===== config.mk =====
export PLATFORM = sky130hd
export DESIGN_NAME = rice_core_csr_access_ctrl
export DESIGN_NICKNAME = d
export VERILOG_FILES = /design/src/rtl/rice_core_csr_access_ctrl.sv
export SDC_FILE = /design/constraint.sdc
export NUM_CORES = 1
export LEC_CHECK = 0
export ABC_AREA = 1
export CAP_MARGIN = 20
export CORE_MARGIN = 1
export CORE_UTILIZATION = 45
export DETAILED_ROUTE_END_ITERATION = 16
export PLACE_DENSITY = 0.72
export SLEW_MARGIN = 20
export SYNTH_ARGS = -nofsm -noshare
export SYNTH_HDL_FRONTEND = slang
export SYNTH_SLANG_ARGS = --single-unit

===== constraint.sdc =====
create_clock -name i_clk -period 2.3 [get_ports i_clk]
set_input_delay 0.23 -clock i_clk [delete_from_list [all_inputs] [get_ports i_clk]]
set_output_delay 0.23 -clock i_clk [all_outputs]
set_load 0.02 [all_outputs]

===== src/rtl/rice_core_csr_access_ctrl.sv =====
// rice_core_csr_access_ctrl
// Sequences one CSR instruction (CSRRW/CSRRS/CSRRC, register or immediate
// form) from execute onto the 12-bit-address CSR bus as a read phase and a
// write phase. It applies the privilege and read-only checks before any bus
// access and returns the old CSR value, or flags an illegal instruction.
//
// Optional build macro:
//   RICE_CSR_ACCESS_TIMEOUT_EN - bounds the response wait to TIMEOUT_CYCLES;
//   an expired wait completes as illegal, and the DRAIN state then swallows
//   the late response. Without it the block waits for a response forever.
module rice_core_csr_access_ctrl #(
    parameter int unsigned XLEN           = 32,
    parameter int unsigned TIMEOUT_CYCLES = 64
) (
    input  logic            i_clk,
    input  logic            i_rst_n,
    input  logic [1:0]      i_privilege_level,
    input  logic            i_valid,
    output logic            o_ready,
    input  logic [1:0]      i_op,
    input  logic [11:0]     i_address,
    input  logic [XLEN-1:0] i_operand,
    input  logic            i_read_skip,
    input  logic            i_write_skip,
    input  logic            i_flush,
    output logic            o_done,
    output logic            o_illegal,
    output logic [XLEN-1:0] o_rd_value,
    output logic            o_csr_request_valid,
    input  logic            i_csr_request_ready,
    output logic [11:0]     o_csr_address,
    output logic            o_csr_write,
    output logic [XLEN-1:0] o_csr_write_data,
    input  logic            i_csr_response_valid,
    input  logic [XLEN-1:0] i_csr_read_data,
    input  logic            i_csr_error
);

    localparam logic [1:0] OP_RW = 2'd1;
    localparam logic [1:0] OP_RS = 2'd2;
    localparam logic [1:0] OP_RC = 2'd3;

    typedef enum logic [2:0] {
        S_IDLE,
        S_CHECK,
        S_READ_REQ,
        S_READ_RSP,
        S_WRITE_REQ,
        S_WRITE_RSP,
        S_DONE
`ifdef RICE_CSR_ACCESS_TIMEOUT_EN
        ,
        S_DRAIN
`endif
    } state_t;

    state_t            state_q;
    state_t            state_d;

    // Captured instruction
    logic [1:0]        op_q;
    logic [11:0]       addr_q;
    logic [XLEN-1:0]   operand_q;
    logic              rskip_q;
    logic              wskip_q;
    logic [1:0]        priv_q;

    // Working state
    logic [XLEN-1:0]   old_q;
    logic [XLEN-1:0]   old_d;
    logic              discard_q;
    logic              discard_d;

    // Next values of the registered outputs
    logic              done_d;
    logic              illegal_d;
    logic [XLEN-1:0]   rd_d;
    logic [11:0]       addr_d;
    logic              write_d;
    logic [XLEN-1:0]   wdata_d;

    logic              accept;
    logic              rskip_in;
    logic              wskip_in;
    logic              chk_illegal;
    logic              flush_now;
    logic              fin_illegal;

`ifdef RICE_CSR_ACCESS_TIMEOUT_EN
    localparam int unsigned TO_W = $clog2(TIMEOUT_CYCLES + 1);

    logic [TO_W-1:0]   cnt_q;
    logic [TO_W-1:0]   cnt_d;
    logic              drain_q;
    logic              drain_d;
    logic              timeout_hit;

    // Response wait has used up its budget
    always_comb timeout_hit = (cnt_q == TO_W'(TIMEOUT_CYCLES - 1));
`else
    logic              unused_timeout_cfg;
    assign unused_timeout_cfg = |32'(TIMEOUT_CYCLES);
`endif

    // Write data from the old value and the operand
    function automatic logic [XLEN-1:0] write_value(
        input logic [1:0]      op,
        input logic [XLEN-1:0] old,
        input logic [XLEN-1:0] operand
    );
        logic [XLEN-1:0] v;
        case (op)
            OP_RS:   v = old | operand;
            OP_RC:   v = old & ~operand;
            default: v = operand;
        endcase
        return v;
    endfunction

    // Effective skips: read skip only for RW, write skip only for RS/RC
    always_comb begin
        accept   = (state_q == S_IDLE) && i_valid;
        rskip_in = i_read_skip && (i_op == OP_RW);
        wskip_in = i_write_skip && ((i_op == OP_RS) || (i_op == OP_RC));
    end

    // Reserved op, insufficient privilege, or write to a read-only CSR
    always_comb begin
        chk_illegal = (op_q == 2'd0)
                   || (addr_q[9:8] > priv_q)
                   || ((addr_q[11:10] == 2'b11) && !wskip_q);
    end

    // State register
    always_ff @(posedge i_clk or negedge i_rst_n) begin
        if (!i_rst_n) begin
            state_q <= S_IDLE;
        end else begin
            state_q <= state_d;
        end
    end

    // Next state, working registers and next output values
    always_comb begin
        state_d     = state_q;
        old_d       = old_q;
        discard_d   = discard_q;
        fin_illegal = 1'b0;
        done_d      = 1'b0;
        illegal_d   = 1'b0;
        rd_d        = '0;
        addr_d      = o_csr_address;
        write_d     = o_csr_write;
        wdata_d     = o_csr_write_data;
        flush_now   = discard_q | i_flush;
`ifdef RICE_CSR_ACCESS_TIMEOUT_EN
        drain_d     = drain_q;
        cnt_d       = '0;
`endif

        case (state_q)
            S_IDLE: begin
                if (i_valid) begin
                    state_d = S_CHECK;
                    old_d   = '0;
                end
            end
            S_CHECK: begin
                if (chk_illegal) begin
                    state_d     = S_DONE;
                    fin_illegal = 1'b1;
                end else if (flush_now) begin
                    // Nothing issued yet, so a flushed instruction stops here
                    state_d = S_DONE;
                end else if (rskip_q) begin
                    state_d = S_WRITE_REQ;
                    addr_d  = addr_q;
                    write_d = 1'b1;
                    wdata_d = write_value(op_q, '0, operand_q);
                end else begin
                    state_d = S_READ_REQ;
                    addr_d  = addr_q;
                    write_d = 1'b0;
                end
            end
            S_READ_REQ: begin
                if (i_csr_request_ready) begin
                    state_d = S_READ_RSP;
                end
            end
            S_READ_RSP: begin
                if (i_csr_response_valid) begin
                    if (i_csr_error) begin
                        state_d     = S_DONE;
                        fin_illegal = 1'b1;
                    end else begin
                        old_d = i_csr_read_data;
                        if (wskip_q || flush_now) begin
                            state_d = S_DONE;
                        end else begin
                            state_d = S_WRITE_REQ;
                            write_d = 1'b1;
                            wdata_d = write_value(op_q, i_csr_read_data, operand_q);
                        end
                    end
                end
`ifdef RICE_CSR_ACCESS_TIMEOUT_EN
                else if (timeout_hit) begin
                    state_d     = S_DONE;
                    fin_illegal = 1'b1;
                    drain_d     = 1'b1;
                end
`endif
            end
            S_WRITE_REQ: begin
                if (i_csr_request_ready) begin
                    state_d = S_WRITE_RSP;
                end
            end
            S_WRITE_RSP: begin
                if (i_csr_response_valid) begin
                    state_d     = S_DONE;
                    fin_illegal = i_csr_error;
                end
`ifdef RICE_CSR_ACCESS_TIMEOUT_EN
                else if (timeout_hit) begin
                    state_d     = S_DONE;
                    fin_illegal = 1'b1;
                    drain_d     = 1'b1;
                end
`endif
            end
            S_DONE: begin
`ifdef RICE_CSR_ACCESS_TIMEOUT_EN
                state_d = drain_q ? S_DRAIN : S_IDLE;
`else
                state_d = S_IDLE;
`endif
            end
`ifdef RICE_CSR_ACCESS_TIMEOUT_EN
            S_DRAIN: begin
                if (i_csr_response_valid) begin
                    state_d = S_IDLE;
                end
            end
`endif
            default: begin
                state_d = S_IDLE;
            end
        endcase

        // Discard is sticky while busy and clears on return to IDLE
        if ((state_q != S_IDLE) && i_flush) begin
            discard_d = 1'b1;
        end
        if (state_d == S_IDLE) begin
            discard_d = 1'b0;
        end

        // Completion report, suppressed for discarded instructions
        if (state_d == S_DONE) begin
            done_d    = !flush_now;
            illegal_d = fin_illegal && !flush_now;
            rd_d      = (fin_illegal || flush_now) ? '0 : old_d;
        end

`ifdef RICE_CSR_ACCESS_TIMEOUT_EN
        if (state_d == S_IDLE) begin
            drain_d = 1'b0;
        end
        if ((state_d == state_q) && ((state_q == S_READ_RSP) || (state_q == S_WRITE_RSP))) begin
            cnt_d = cnt_q + TO_W'(1);
        end
`endif
    end

    // Instruction capture on acceptance
    always_ff @(posedge i_clk or negedge i_rst_n) begin
        if (!i_rst_n) begin
            op_q      <= '0;
            addr_q    <= '0;
            operand_q <= '0;
            rskip_q   <= 1'b0;
            wskip_q   <= 1'b0;
            priv_q    <= '0;
        end else if (accept) begin
            op_q      <= i_op;
            addr_q    <= i_address;
            operand_q <= i_operand;
            rskip_q   <= rskip_in;
            wskip_q   <= wskip_in;
            priv_q    <= i_privilege_level;
        end
    end

    // Working registers
    always_ff @(posedge i_clk or negedge i_rst_n) begin
        if (!i_rst_n) begin
            old_q     <= '0;
            discard_q <= 1'b0;
        end else begin
            old_q     <= old_d;
            discard_q <= discard_d;
        end
    end

`ifdef RICE_CSR_ACCESS_TIMEOUT_EN
    // Response-wait counter and drain marker
    always_ff @(posedge i_clk or negedge i_rst_n) begin
        if (!i_rst_n) begin
            cnt_q   <= '0;
            drain_q <= 1'b0;
        end else begin
            cnt_q   <= cnt_d;
            drain_q <= drain_d;
        end
    end
`endif

    // Registered outputs, derived from the next state
    always_ff @(posedge i_clk or negedge i_rst_n) begin
        if (!i_rst_n) begin
            o_ready             <= 1'b1;
            o_done              <= 1'b0;
            o_illegal           <= 1'b0;
            o_rd_value          <= '0;
            o_csr_request_valid <= 1'b0;
            o_csr_address       <= '0;
            o_csr_write         <= 1'b0;
            o_csr_write_data    <= '0;
        end else begin
            o_ready             <= (state_d == S_IDLE);
            o_done              <= done_d;
            o_illegal           <= illegal_d;
            o_rd_value          <= rd_d;
            o_csr_request_valid <= (state_d == S_READ_REQ) || (state_d == S_WRITE_REQ);
            o_csr_address       <= addr_d;
            o_csr_write         <= write_d;
            o_csr_write_data    <= wdata_d;
        end
    end

endmodule


==> reports/qor.tcl <==
set qor(outcome) {complete, no violations}
set qor(worst_ir_drop_vdd_mv) 0.6231
set qor(power_report.internal_total_uw) 7150
set qor(timing_worst_setup_path_type) {flop to flop}
set qor(detailed_place_hpwl_um) 11320
set qor(clk_pin_slew_ns) 0.06
set qor(crit_path_max_fanout) 30
set qor(cp_slowest_stage_delay_ns) 0.48
set qor(pin_count) 170
set qor(yosys_warnings) 0
set qor(first_pass_iters) 5
set qor(netlist_instances) 753
set qor(synth.most_common_cell) {nand2_1}
set qor(first_iter_violations) 349
set qor(grt.total_usage_pct) 22.32
set qor(first_global_vias) 5363
set qor(floorplan.die.height_um) 127.5
set qor(critPathMostFrequentCell) {nand2_1}
set qor(powerDensity_nw_per_um2) 1186
set qor(wl_per_cell_um) 14.45
set qor(yosys.area.top_type) {dfrtp_1}
set qor(totalWireLength_um) 16560
set qor(synth.lib_cells_used.distinct) 29
set qor(worstPathCellList) {ha_1 > nand2_1 > nand2_1 > nand2_1 > nand2_1 > nand2_1 > nand3_2 > buf_4 > nor3_2}
set qor(p_clk_share_pct) 22.6
set qor(drc) 0
set qor(clock_tree.buffer_depth) 2
set qor(slew_at_the_pin_closest_to_its_max_slew_limit_ns) 0.5363
set qor(clk_root_buffer_cell) {clkbuf_16}
set qor(postSynthRegisterBits) 167
set qor(hp-class) {input pin to async pin}
set qor(start_util_pct) 46.44
set qor(pwr-share-seq_pct) 39.0
set qor(max_freq_mhz) 509.6
set qor(total_switching_power_uw) 4186
set qor(setup.worst_path.end_class) {flop}
set qor(floorplan.die_area_sq_um) 16250
set qor(dominantRegCellSynth) {dfrtp_1}
set qor(cp_data_arrival_time_ns) 2.25
set qor(period_needed_ns) 1.962
set qor(fin_skew_ns) 0.006609
set qor(timing.hold.ws_ns) 0.2892
set qor(route.vias.total) 5413
set qor(holdBufCountCts) 1
set qor(power_switching_share_pct) 36.93
set qor(final-setup-viol-count) 0
set qor(core.rowCount) 45
set qor(flow.area_growth_from_synthesis_pct) 34.89
set qor(die_width_um) 127.5
set qor(antenna_violations_before_repair) 0
set qor(cts.repair.resized) 0
set qor(tritoncts.num_buffers) 17
set qor(num-nets-final) 1013
set qor(grt_remaining_overflow) 0
set qor(share_comb_of_total_power_pct) 38.4
set qor(fraction_of_final_layout_cells_with_drive_strength_greater_than_1_pct) 12.30
set qor(avgSynthCellArea_sq_um) 9.410
set qor(setup-tns-final_ns) 0
set qor(cts_tree) {yes}
set qor(mappedNetlistArea_sq_um) 7086
set qor(max-slew-margin-rel_pct) 64.25
set qor(drv_cap) 0
set qor(final-hold-violation-count) 0
set qor(vias_per_cell) 4.723
set qor(grt_max_degree) 59
set qor(antenna_violating_nets_post_route) 0
set qor(synth.net_count) 844
set qor(power.static_leakage_uw) 0.004275
set qor(postSynth.asyncResetShare_pct) 100.0
set qor(clock_insertion_delay_worst_skew_ns) 0.43
set qor(critical_path.startpoint_type) {flop}
set qor(grt_first_pass_wirelength_um) 27460
set qor(synth_top_area_share_pct) 58.63
set qor(n_fill_cell) 1320
set qor(yosys-top-cells-count) {nand2_1, dfrtp_1, inv_1, o21ai_0, nor3_2}
set qor(post-cts-setup-buffer-count) 0
set qor(grt_setup_unrepaired) {false}
set qor(drv_slew) 0
set qor(post_synth_edffs) 0
set qor(worstPathRequired_ns) 2.58
set qor(critPathSlowestCell) {buf_4}
set qor(finalWeightedCongestion) 0.8719
set qor(io_buffer_count) 169
set qor(ys_seq_area_share_pct) 59.00
set qor(numClockSinks) 167
set qor(clock_tree.htree_level_count) 4
set qor(ratio_of_final_minimum_period_to_clock_period_pct) 85.31
set qor(synth_area_leaders) {dfrtp_1, nand2_1, inv_1}
set qor(count_of_inserted_antenna_diode_cells) 0
set qor(coreArea_sq_um) 15260
final timing paths:
kind	startpoint	end	slack (ns)	depth (start not counted)
min	i_rst_n	o_rd_value[13]$_DFF_PN0_	0.29	2
min reg2reg	o_csr_write_data[12]$_DFFE_PN0P_	o_csr_write_data[12]$_DFFE_PN0P_	0.48	2
min in group i_clk	i_operand[7]	operand_q[7]$_DFFE_PN0P_	0.34	3
max in group asynchronous	i_rst_n	o_ready$_DFF_PN1_	1.15	3
max reg2reg	addr_q[9]$_DFFE_PN0P_	o_rd_value[29]$_DFF_PN0_	0.34	9
max	addr_q[9]$_DFFE_PN0P_	o_rd_value[29]$_DFF_PN0_	0.34	9
critical path: cells and delay by family (launching register included):
family,cells,cell delay [ns]
adder cells (fa/ha/maj),1,0.29
flip-flops,1,0.38
buffers and inverters,1,0.48
AND/OR/NAND/NOR,7,0.66
cells by family after synthesis:
| group | after synthesis | share of synthesized area, % |
|---|---|---|
| simple gates | 270 | 17.85 |
| xor+xnor | 1 | 0.1236 |
| buf+inv | 154 | 9.606 |
| fa+ha+maj | 2 | 0.3531 |
| compound gates | 159 | 13.07 |
| flops | 167 | 59.00 |
power by group through the flow:
| stage | Sequential (uW) | Clock (uW) | Combinational, uW |
|---|---|---|---|
| floorplan | 4830 | 0 | 2330 |
| global route | 4530 | 2750 | 4840 |
| detailed placement | 4460 | 0 | 4370 |
| global placement | 4440 | 0 | 4300 |
| finish | 4430 | 2560 | 4350 |
| CTS | 4420 | 2620 | 4390 |
flip-flops by register name, summed over array words and instances (netlist names):
name / count
discard_q: 1
op_q: 2
old_q: 32
o_illegal: 1
rskip_q: 1
state_q: 3
priv_q: 2
o_csr_write_data: 32
o_done: 1
wskip_q: 1
o_rd_value: 32
addr_q: 12
o_csr_address: 12
o_csr_request_valid: 1
o_ready: 1
operand_q: 32
o_csr_write: 1
metrics by stage:
| stage | cell area (sq um) | util (%) | setup slack, ns | cells | power [uW] |
|---|---|---|---|---|---|
| detailed placement | 9017 | 59.10 | 0.2584 | 1113 | 8829 |
| floorplan | 7086 | - | 0.6320 | 753 | 7157 |
| global placement | 9017 | 59.10 | 0.2977 | 1113 | 8742 |
| finish | 9558 | 62.64 | 0.3378 | 1146 | 11340 |
| CTS | 9558 | 62.64 | 0.3391 | 1146 | 11440 |
| global route | 9558 | 62.64 | 0.1865 | 1146 | 12130 |
metal layers:
metal	global-route usage [%]	wire, um	up-vias
met5	0	0	-
met4	8.754	326	0
met3	4.146	550	23
met2	36.16	7908	139
met1	29.79	7776	2537
li1	-	-	2714
cells in the final DEF, fill, tap and decap left out, drive strengths merged:
master,netlist,layout
o22ai,3,3
o21ai,108,108
o32ai,1,1
a21oi,17,17
dfstp,1,1
clkinvlp,0,2
nor3,37,37
nand4,3,3
clkbuf,14,24
xor2,1,1
nor2,31,31
dfrtp,166,166
ha,2,2
dlygate4sd3,0,1
clkdlybuf4s50,0,168
clkinv,1,6
a31oi,16,16
nand2,191,191
o211ai,1,1
inv,115,116
buf,24,19
a21o,13,13
nand3,8,8
cell type report:
class	count	area, sq um	share of cell area [%]
flip-flops and latches	167	4180	43.74
multi-input cells	432	2235	23.38
clock inverters	8	48.80	0.5105
repair buffers	188	1913	20.02
well taps	211	264.0	2.762
inverters	116	435.4	4.556
clock buffers	24	481.7	5.040
(Power assumes the default switching activity.)
